[src/rtl/jump_ras_unit.sv]
// jump_ras_unit: jump target computation plus a circular return-address stack (RAS).
//
// Computes JAL/JALR targets and the link address (PC+4) combinationally. It pushes,
// pops or replaces RAS entries from the link-register hints on rd/rs1 (x1 or x5).
// Each pop or replace raises a one-cycle registered pulse when the stack's prediction
// disagrees with the computed target.
//
// Optional feature: define JUMP_MISALIGN_CHK_EN to flag targets with bit 1 set on
// o_misalign. When the macro is undefined, o_misalign is tied low.
//
// Parameters:
//   N      datapath/address width
//   DEPTH  RAS entries (power of 2, >= 2)
// Ports:
//   i_clk, i_rst                 clock, asynchronous active-high reset
//   i_valid, i_jal, i_jalr       jump present and its type (both high treated as JAL)
//   i_pc, i_rs1_data, i_immediate operands for target computation
//   i_rd, i_rs1                  register indices used as link hints
//   i_flush                      empty the stack at the next edge
//   o_jump_target, o_return_addr computed target and PC+4
//   o_ras_top, o_ras_valid       predicted return address and stack non-empty
//   o_ras_count                  stack occupancy
//   o_mispredict                 registered pop-prediction miss
//   o_misalign                   target bit 1 set (only with JUMP_MISALIGN_CHK_EN)
module jump_ras_unit #(
  parameter int unsigned N     = 32,
  parameter int unsigned DEPTH = 8
) (
  input  logic                     i_clk,
  input  logic                     i_rst,
  input  logic                     i_valid,
  input  logic                     i_jal,
  input  logic                     i_jalr,
  input  logic [N-1:0]             i_pc,
  input  logic [N-1:0]             i_rs1_data,
  input  logic [N-1:0]             i_immediate,
  input  logic [4:0]               i_rd,
  input  logic [4:0]               i_rs1,
  input  logic                     i_flush,
  output logic [N-1:0]             o_jump_target,
  output logic [N-1:0]             o_return_addr,
  output logic [N-1:0]             o_ras_top,
  output logic                     o_ras_valid,
  output logic [$clog2(DEPTH):0]   o_ras_count,
  output logic                     o_mispredict,
  output logic                     o_misalign
);

  localparam int unsigned PW = $clog2(DEPTH);
  localparam int unsigned CW = PW + 1;

  typedef enum logic [1:0] {ActNone, ActPush, ActPop, ActReplace} act_e;

  logic [N-1:0]  entries_q [DEPTH];
  logic [PW-1:0] ptr_q, ptr_d;     // next slot to write; top lives at ptr_q - 1
  logic [CW-1:0] count_q, count_d;
  logic          mispredict_q, mispredict_d;
  logic [PW-1:0] top_idx;
  logic          rd_link, rs1_link;
  act_e          act;
  logic          we;
  logic [PW-1:0] waddr;

  assign o_return_addr = i_pc + N'(4);

  always_comb begin
    if (i_jal) begin
      o_jump_target = i_pc + i_immediate;
    end else if (i_jalr) begin
      o_jump_target = (i_rs1_data + i_immediate) & ~N'(1);
    end else begin
      o_jump_target = o_return_addr;
    end
  end

`ifdef JUMP_MISALIGN_CHK_EN
  assign o_misalign = i_valid & (i_jal | i_jalr) & o_jump_target[1];
`else
  assign o_misalign = 1'b0;
`endif

  assign rd_link  = (i_rd == 5'd1) || (i_rd == 5'd5);
  assign rs1_link = (i_rs1 == 5'd1) || (i_rs1 == 5'd5);

  always_comb begin
    act = ActNone;
    if (i_valid) begin
      if (i_jal) begin
        if (rd_link) act = ActPush;
      end else if (i_jalr) begin
        unique case ({rd_link, rs1_link})
          2'b10:   act = ActPush;
          2'b01:   act = ActPop;
          2'b11:   act = (i_rd == i_rs1) ? ActPush : ActReplace;
          default: act = ActNone;
        endcase
      end
    end
  end

  assign top_idx     = ptr_q - PW'(1);
  assign o_ras_top   = entries_q[top_idx];
  assign o_ras_valid = (count_q != '0);
  assign o_ras_count = count_q;
  assign o_mispredict = mispredict_q;

  always_comb begin
    ptr_d        = ptr_q;
    count_d      = count_q;
    we           = 1'b0;
    waddr        = ptr_q;
    mispredict_d = 1'b0;
    if (i_flush) begin
      count_d = '0;
    end else begin
      if (act == ActPop || act == ActReplace) begin
        mispredict_d = !o_ras_valid || (o_ras_top != o_jump_target);
      end
      // Replace on an empty stack behaves as a plain push.
      if (act == ActPush || (act == ActReplace && !o_ras_valid)) begin
        we    = 1'b1;
        waddr = ptr_q;
        ptr_d = ptr_q + PW'(1);
        if (count_q != CW'(DEPTH)) count_d = count_q + CW'(1);
      end else if (act == ActReplace) begin
        we    = 1'b1;
        waddr = top_idx;
      end else if (act == ActPop && o_ras_valid) begin
        ptr_d   = top_idx;
        count_d = count_q - CW'(1);
      end
    end
  end

  always_ff @(posedge i_clk or posedge i_rst) begin
    if (i_rst) begin
      ptr_q        <= '0;
      count_q      <= '0;
      mispredict_q <= 1'b0;
    end else begin
      ptr_q        <= ptr_d;
      count_q      <= count_d;
      mispredict_q <= mispredict_d;
    end
  end

  // Entry storage is not reset; count gates its visibility.
  always_ff @(posedge i_clk) begin
    if (we) entries_q[waddr] <= o_return_addr;
  end

endmodule

[config.mk]
export PLATFORM = sky130hd
export DESIGN_NAME = jump_ras_unit
export DESIGN_NICKNAME = d
export VERILOG_FILES = /design/src/rtl/jump_ras_unit.sv
export SDC_FILE = /design/constraint.sdc
export NUM_CORES = 1
export LEC_CHECK = 0
export BUFFER_PORTS_ARGS = -buffer_cell sky130_fd_sc_hd__buf_2
export CAP_MARGIN = 30
export CORE_MARGIN = 10
export CORE_UTILIZATION = 40
export CTS_BUF_LIST = sky130_fd_sc_hd__clkbuf_4
export CTS_CLUSTER_DIAMETER = 150
export CTS_CLUSTER_SIZE = 20
export DETAILED_ROUTE_END_ITERATION = 12
export PLACE_DENSITY_LB_ADDON = 0.2
export SLEW_MARGIN = 10
export SYNTH_ARGS = -nofsm -noshare
export SYNTH_HDL_FRONTEND = slang
export SYNTH_SLANG_ARGS = --single-unit
[constraint.sdc]
create_clock -name i_clk -period 6.6 [get_ports i_clk]
set_clock_uncertainty 0.2 [all_clocks]
set_input_delay 0.66 -clock i_clk [delete_from_list [all_inputs] [get_ports i_clk]]
set_output_delay 0.66 -clock i_clk [all_outputs]
set_load 0.01 [all_outputs]
After elaboration in Yosys (flattened, before gate mapping)
Memory sizes are Yosys's and may differ from the RTL's. Cells that the tools add are included.

Add/sub/neg operators: 7. Eq/ne operators: 16. Mux-type cells: 26. Bitwise operators: 1. Reduce and logical (&&, ||, !) cells: 13.

Operators by type and width (count): $add 32x32->32 (2); $mux 32 (2); $add 32x3->32 const B (1); $ne 32x32->1 (1); $mux 4 (5); $mux 3 (6); $eq 5x1->1 const B (2); $eq 5x3->1 const B (2); $eq 2x2->1 const B (4); $mux 1 (8); $mux 2 (4); $ne 3x2->1 const B (2); $pmux 2 s3 (1); $reduce_and 3->1 (2); $eq 5x5->1 (1); $logic_or 1x1->1 (5); $add 4x1->4 const B (1); $eq 2x1->1 const B (2); $ne 4x4->1 const B (1); $reduce_bool 4->1 (1); $sub 4x1->4 const B (1); $add 3x1->3 const B (1); $reduce_bool 3->1 (1); $sub 3x1->3 const B (1); other kinds (5) (6).

Bits in registers: 8. Bits in writable memories: 256. Bits of input ports: 112. Word-level logic and storage cells: 67. Memories: 1.

Memory list: entries_q (depth 8, width 32, rd ports 1, clocked after memory_dff 0, write ports 1, line 54) `logic [N-1:0] entries_q [DEPTH];`.

Longest topological paths before layout
Gate-level depths: netlist of run 1.

Word-level depth: 14. Gate-level depth with buffers: 21.

Worst setup path before layout of run 1
Ideal clock, no wire load.

Path type: register to register. From: reg ptr_q[0]. To: mem entries_q[4][0] (enable). Setup time: 461 ps. Data arrival time: 6507 ps. Path slack: -568 ps. Stages on the path, launching flop included: 16. Buffers on the path: 11. Clock period less this slack: 7168 ps. Path through: dfrtp_1 buf_6 buf_2 buf_4 buf_2 buf_2 buf_2 inv_1 ha_1 clkbuf_1 clkbuf_1 clkbuf_1 clkbuf_1 clkbuf_1 o21ai_0 nor3_1.

Longest elaborated chain between the ends: 4.

Ends and longest elaborated chain: from (decl) (line 55) `logic [PW-1:0] ptr_q, ptr_d;`; from (signal assigned) (line 141) `ptr_q <= ptr_d;`; $sub 3x1->3 (line 101) `assign top_idx = ptr_q - PW'(1);`; $mux 3 (line 125) `end else if (act == ActReplace) begin`; $mux 3 (line 120) `if (act == ActPush || (act == ActReplace && !o_ras_valid)) begin`; $mux 3 (*) (line 113) `if (i_flush) begin`; to (decl) (line 54).

Every way passes the cells marked *; elsewhere a longest branch is shown, timed or not.

Worst setup path after layout of run 1
From: reg ptr_q[0]. To: reg mispredict_q, in the netlist o_mispredict.

Longest elaborated chain between the ends: 6.

Ends and longest elaborated chain: $sub 3x1->3 (line 101); $mem_v2 8x32; $ne 32x32->1 (line 117) `mispredict_d = !o_ras_valid || (o_ras_top != o_jump_target);`; $logic_or 1x1->1 (line 117); $mux 1 (line 116) `if (act == ActPop || act == ActReplace) begin`; $mux 1 (line 113); named net mispredict_d (line 57) `logic mispredict_q, mispredict_d;`; to (signal assigned) (line 143) `mispredict_q <= mispredict_d;`; to (decl) (line 57).

The timed path passes the listed nets, and every way through them passes these cells. A chain may end at the register's enable or synchronous reset.

==> flow_metrics.tcl, run 1 <==
set metrics [dict create \
    status "complete, no violations" \
    power_density_mw_per_mm2 291 \
    overflow 0 \
    cp_slowest_stage_delay_ns 0.65 \
    area_growth_pct 12.5 \
    synth_cell_type_count 88 \
    rsz0062_at_grt "no" \
    syn-cell-area_mm2 0.0159 \
    clkSinkCount 264 \
    multi_input_area_mm2 0.00774 \
    synthCells 1289 \
    die_x_um 220 \
    clockBufferDepth 3 \
    vdd_drop_max_mv 0.197 \
    nFillCells 3667 \
    coreArea_mm2 0.0395 \
    holdWs_ns 0.0410 \
    swShare_pct 40.0 \
    avgSynthCellArea_um2 12.4 \
    track_usage_pct 21.4 \
    routed_wl_mm 53.1 \
    crit_slowest_cell "buf_4" \
    antenna_found_initial 4 \
    clk-insertion-delay-late_ns 0.75 \
    worst_slack_ns 1.43 \
    hold_path_class "primary input to register" \
    wl_per_cell_um 26.2 \
    path_class "register to register" \
    p_seq_share_pct 35.7 \
    cp_data_required_time_ns 6.98 \
    endpoint_kind "register" \
    startpoint_type "register" \
    maxCapViolations 0 \
    htreeDepth 1 \
    ys_async_sr_fraction_pct 3.03 \
    fp.dieH_um 220 \
    synth_edf_count 256 \
    netlist.area_leader.share_pct 48.3 \
    yosys_warnings 0 \
    grt_max_degree 34 \
    synth.largest_area_cell "edfxtp_1" \
    path_common_cell "buf_4" \
    clkSlewWorstSetupHoldPaths_ns 0.21 \
    cts_root_buffer "clkbuf_4" \
    port_buffers 213 \
    dpl_cell_area_mm2 0.0177 \
    arrival_ns 5.55 \
    grt_pass1_wl_mm 77.2 \
    path_cells "buf_4 > buf_4 > mux4_1 > mux2_4 > or2_0 > a221o_1 > or4_4 > a2111oi_4 > nand4_1 > nor4_2 > and4_1 > a31oi_1" \
    dr.pass1.iters 6 \
    p_leak_nw 6.56 \
    combPwrFrac_pct 51.6 \
    clock.fmax_mhz 193 \
    synth_area_leaders "edfxtp_1 48%, mux4_2 7.9%, ha_1 5.2%" \
    cts_resized 0 \
    io_pins 215 \
    initialDrtViolationCount 1061 \
    dpl_worst_slack_ns 1.43 \
    p_clk_share_pct 12.7 \
    dr_total_vias 12072 \
    internal_power_mw 3.13 \
    regArea_mm2 0.00789 \
    crit_fanout 33 \
    vias_per_cell 5.95 \
    fin_crit_ns 5.17 \
    r2r_cells 12 \
    hold_viol_final 0 \
    ant_nets 0 \
    cts_buffers 17 \
    worst_pin_slew_ns 0.928 \
    nets 1676 \
    hpwl_mm 39.3 \
    slew_viol_final 0 \
    start_util_pct 40.3 \
    layout-drive-gt1-share_pct 26.1 \
    rows 73 \
    routabilityCongestion 0.925 \
    syn_nets 1470 \
    synth.ff_latch_count 264 \
    drc 0 \
    switching_power_mw 2.09 \
    final_core_util_pct 45.3 \
    die_area_mm2 0.0482 \
    stdcell_area_mm2 0.0179 \
    min_path_cells 2 \
    seq_area_frac_synth_pct 49.5 \
    grt_pass1_vias 11757 \
    synthFlopType "edfxtp_1" \
    cts_tree "done" \
    finalSetupViolCount 0 \
    min_period_over_period_pct 78.3 \
    slew_headroom_pct 37.9 \
]
what timing repair did:
action                                 in CTS  in global routing
endpoints found under the hold margin       8                  0
hold buffers                                1                  0
buffers inserted                            0                  0
through the flow:
step	total power, mW	instances	setup TNS (ns)
2_1_floorplan	3.64	1289	-72.65
3_3_place_gp	4.61	1996	0
3_5_place_dp	4.62	1998	0
4_1_cts	5.28	2023	0
5_1_grt	5.49	2026	0
6_report	5.22	2028	0
routing by layer:
metal / GRT usage, % / wire [um] / vias to the layer above
met4: 4.05 / 1000 / 2
met2: 35.7 / 25500 / 472
li1: - / - / 5502
met5: 0 / 8 / -
met1: 28.6 / 22500 / 6026
met3: 3.94 / 4030 / 70
cell families (layout without fill, tap and decap cells):
group,count (synthesis),in the layout,synth area share [%]
other,1,4,0.0235
adders and majority gates,69,69,5.56
muxes,114,114,12.7
and+or+nand+nor,357,357,11.8
buffers and inverters,92,303,2.40
xor gates and xnor gates,96,96,5.37
AOI/OAI and AO/OA,296,296,12.7
DFF,264,264,49.5
power groups by stage:
stage	Combinational (mW)	Sequential, mW	Clock (mW)
finish	2.69	1.86	0.662
global route	2.89	1.86	0.739
CTS	2.74	1.86	0.682
detailed placement	2.72	1.90	0
global placement	2.71	1.90	0
floorplan	1.74	1.89	0
flip-flops by register name (all words and copies together), names as in the netlist:
signal,flops
entries_q,256
o_mispredict,1
o_ras_count,4
ptr_q,3
worst max-delay path, delay by kind of cell, from the launching register on:
| kind | cells | cell delay (ns) |
|---|---|---|
| simple gates | 5 | 1.45 |
| buf+inv | 2 | 1.21 |
| mux | 2 | 0.93 |
| compound gates | 3 | 0.75 |
| flops | 1 | 0.45 |
cells in the mapped netlist, types with 13 or more instances:
master	n
nand2_1	77
nand3_1	39
and2_1	17
mux2_2	32
and3_1	17
ha_1	66
mux4_2	56
xor2_1	39
inv_1	36
xnor2_1	56
a211oi_1	16
a31oi_1	13
a21o_1	27
nor3_1	28
mux2i_1	17
nand4_1	24
a21oi_1	73
edfxtp_1	256
nor2_1	73
clkbuf_1	37
o21ai_0	50
placed cells by master (no fill, tap or decap), types with 10 or more instances in the layout:
master,count
a211oi_1,16
a21o_1,27
a21oi_1,73
a31oi_1,13
and2_1,17
and3_1,17
and4_1,10
buf_2,213
buf_4,28
clkbuf_4,23
edfxtp_1,256
ha_1,65
inv_1,36
mux2_2,32
mux2i_1,17
mux4_2,56
nand2_1,77
nand3_1,39
nand4_1,24
nor2_1,73
nor3_1,20
nor4_1,10
o21a_1,10
o21ai_0,50
or3_1,12
xnor2_1,56
xor2_1,38
final timing paths:
kind | startpoint | end | slack, ns
max | ptr_q[0] | o_mispredict | 1.43
min | i_flush | o_ras_count[1] | 0.04
max reg2reg | ptr_q[0] | o_mispredict | 1.43
min reg2reg | o_ras_count[1] | o_ras_count[1] | 0.41
max in group asynchronous | i_rst | ptr_q[0] | 5.62
min in group asynchronous | i_rst | o_ras_count[3] | 0.27
area by class of cell:
class,count,share of cell area [%]
flip-flops and latches,264,44.1
multi-input cells,933,43.2
repair buffers,243,7.22
well taps,525,3.67
clock buffers,22,0.922
inverters,36,0.754
clock inverters,2,0.112
diodes,3,0.0419
(Power assumes the default switching activity.)
==> inputs of run 2 (changes only) <==
==> constraint.sdc (replaced) <==
create_clock -name i_clk -period 5 [get_ports i_clk]
set_clock_uncertainty 0.2 [all_clocks]
set_input_delay 0.5 -clock i_clk [delete_from_list [all_inputs] [get_ports i_clk]]
set_output_delay 0.5 -clock i_clk [all_outputs]
set_load 0.01 [all_outputs]
==> flow_metrics.tcl, run 2 (synthesis results as in run 1) <==
set metrics [dict create \
    finalSetupViolCount 0 \
    r2r_cells 12 \
    fin_crit_ns 4.74 \
    clockBufferDepth 3 \
    status "complete, no violations" \
    final_cell_mix "256 x edfxtp_1, 213 x buf_2, 77 x nand2_1, 73 x nor2_1, 73 x a21oi_1" \
    cp_data_required_time_ns 4.30 \
    final_core_util_pct 46.3 \
    nFillCells 3625 \
    arrival_ns 4.04 \
    port_buffers 213 \
    cp_slowest_stage_delay_ns 0.54 \
    coreArea_mm2 0.0395 \
    multi_input_area_mm2 0.00777 \
    rsz0062_at_grt "no" \
    dr_total_vias 12136 \
    worst_slack_ns 0.259 \
    cts_tree "done" \
    routabilityCongestion 0.942 \
    area_growth_pct 15.0 \
    drc 0 \
    critical_path.top_delay_family "compound AO/OA/AOI/OAI gates" \
    stdcell_area_mm2 0.0183 \
    fp.dieH_um 220 \
    hpwl_mm 41.8 \
    path_cells "dlygate4sd3_1 > buf_2 > ha_1 > fa_1 > a21o_1 > a221o_1 > nand4_1 > nand2_1 > o2bb2ai_1 > a211oi_1 > o21ai_0 > buf_2" \
    final_common_cell "edfxtp_1" \
    vdd_drop_max_mv 0.302 \
    slew_viol_final 0 \
    crit_slowest_cell "dlygate4sd3_1" \
    holdWs_ns 0.0634 \
    min_path_cells 5 \
    largest-register "entries_q" \
    regArea_mm2 0.00789 \
    startpoint_type "primary input" \
    wl_per_cell_um 26.1 \
    maxCapViolations 0 \
    ant_nets 0 \
    fin_tns_setup_ns 0 \
    track_usage_pct 21.8 \
    grt_pass1_wl_mm 78.0 \
    r2r_start "ptr_q[0]" \
    htreeDepth 1 \
    ff2ff_setup_slack_ns 0.58 \
    vias_per_cell 5.85 \
    dr.pass1.iters 5 \
    worst_pin_slew_ns 1.02 \
    grt_pass1_vias 11874 \
    crit_buf_inv 3 \
    cts_setup_buffers 0 \
    p_leak_nw 6.78 \
    path_class "primary input to output pin" \
    cts_root_buffer "clkbuf_4" \
    dpl_cell_area_mm2 0.0180 \
    hp-start "i_rs1[3]" \
    rows 73 \
    hold_path_class "primary input to register" \
    slew_headroom_pct 31.6 \
    dpl_worst_slack_ns 0.289 \
    clk-insertion-delay-late_ns 0.77 \
    min_to "o_mispredict" \
    layout-drive-gt1-share_pct 28.2 \
    power.total_mw 7.03 \
    endpoint_kind "output pin" \
    path_common_cell "buf_2" \
    grt_max_degree 33 \
    hold_viol_final 0 \
    clock.fmax_mhz 211 \
    antenna_found_initial 2 \
    start_util_pct 40.3 \
    crit_start "i_pc[0]" \
    power_density_mw_per_mm2 384 \
    min_period_over_period_pct 94.8 \
    clkSinkCount 264 \
    routed_wl_mm 54.0 \
    die_x_um 220 \
    io_pins 215 \
    clkSlewWorstSetupHoldPaths_ns 0.19 \
    reg2reg_to "o_mispredict" \
    overflow 0 \
    cts_buffers 18 \
    place_inst 2040 \
    nets 1720 \
    die_area_mm2 0.0482 \
    stdcell_count 2074 \
    initialDrtViolationCount 1188 \
    crit_fanout 4 \
    largest_register_ffs 256 \
]
==> run 2: cell count changes in the layout (fill, tap and decap cells not counted), moves of 2 or more <==
cell,previous run,this run
buf_4,28,68
dlygate4sd3_1,1,4
nor3_4,4,8
nor3_2,4,0
clkinv_8,0,2
==> run 2: how the worst max path moves through the flow <==
stage	to	slack, ns	cells after the start
2_1_floorplan	o_mispredict	0.03	19
3_3_place_gp	o_mispredict	0.40	14
3_5_place_dp	o_mispredict	0.29	13
4_1_cts	o_jump_target[28]	0.31	13
5_1_grt	o_jump_target[16]	0.17	12
6_report	o_jump_target[16]	0.26	12
==> run 2: timing repair <==
| item | in CTS | in global routing |
|---|---|---|
| resized for setup | 0 | 0 |
| hold endpoints to repair | 24 | 0 |
| hold buffers | 4 | 0 |
==> run 2: worst reg2reg max path: cells and delay by family (launching register included) <==
family          cells  cell delay (ns)
simple gates        5             1.50
fa+ha+maj           1             0.64
compound gates      3             0.73
buf+inv             1             0.08
mux                 2             0.70
flops               1             0.45
==> run 2: area by class of cell <==
class | instances | area share [%]
Sequential cell | 264 | 43.1
Multi-Input combinational cell | 933 | 42.4
Antenna cell | 3 | 0.0410
Tap cell | 525 | 3.59
Clock buffer | 23 | 0.943
Clock inverter | 4 | 0.266
Inverter | 36 | 0.738
Timing Repair Buffer | 286 | 8.93
==> run 2: metal layers <==
layer / up-vias / global-route usage (%) / routed length (um)
met5: - / 0 / 0
met4: 0 / 4.23 / 999
met3: 49 / 3.00 / 3440
met2: 420 / 37.2 / 26500
met1: 6071 / 29.1 / 23100
li1: 5596 / - / -
==> run 2: where the power goes <==
| group | total [mW] | switching (mW) | internal [mW] |
|---|---|---|---|
| registers | 2.46 | 0.0127 | 2.44 |
| clock network | 0.923 | 0.694 | 0.229 |
| logic | 3.65 | 2.12 | 1.54 |
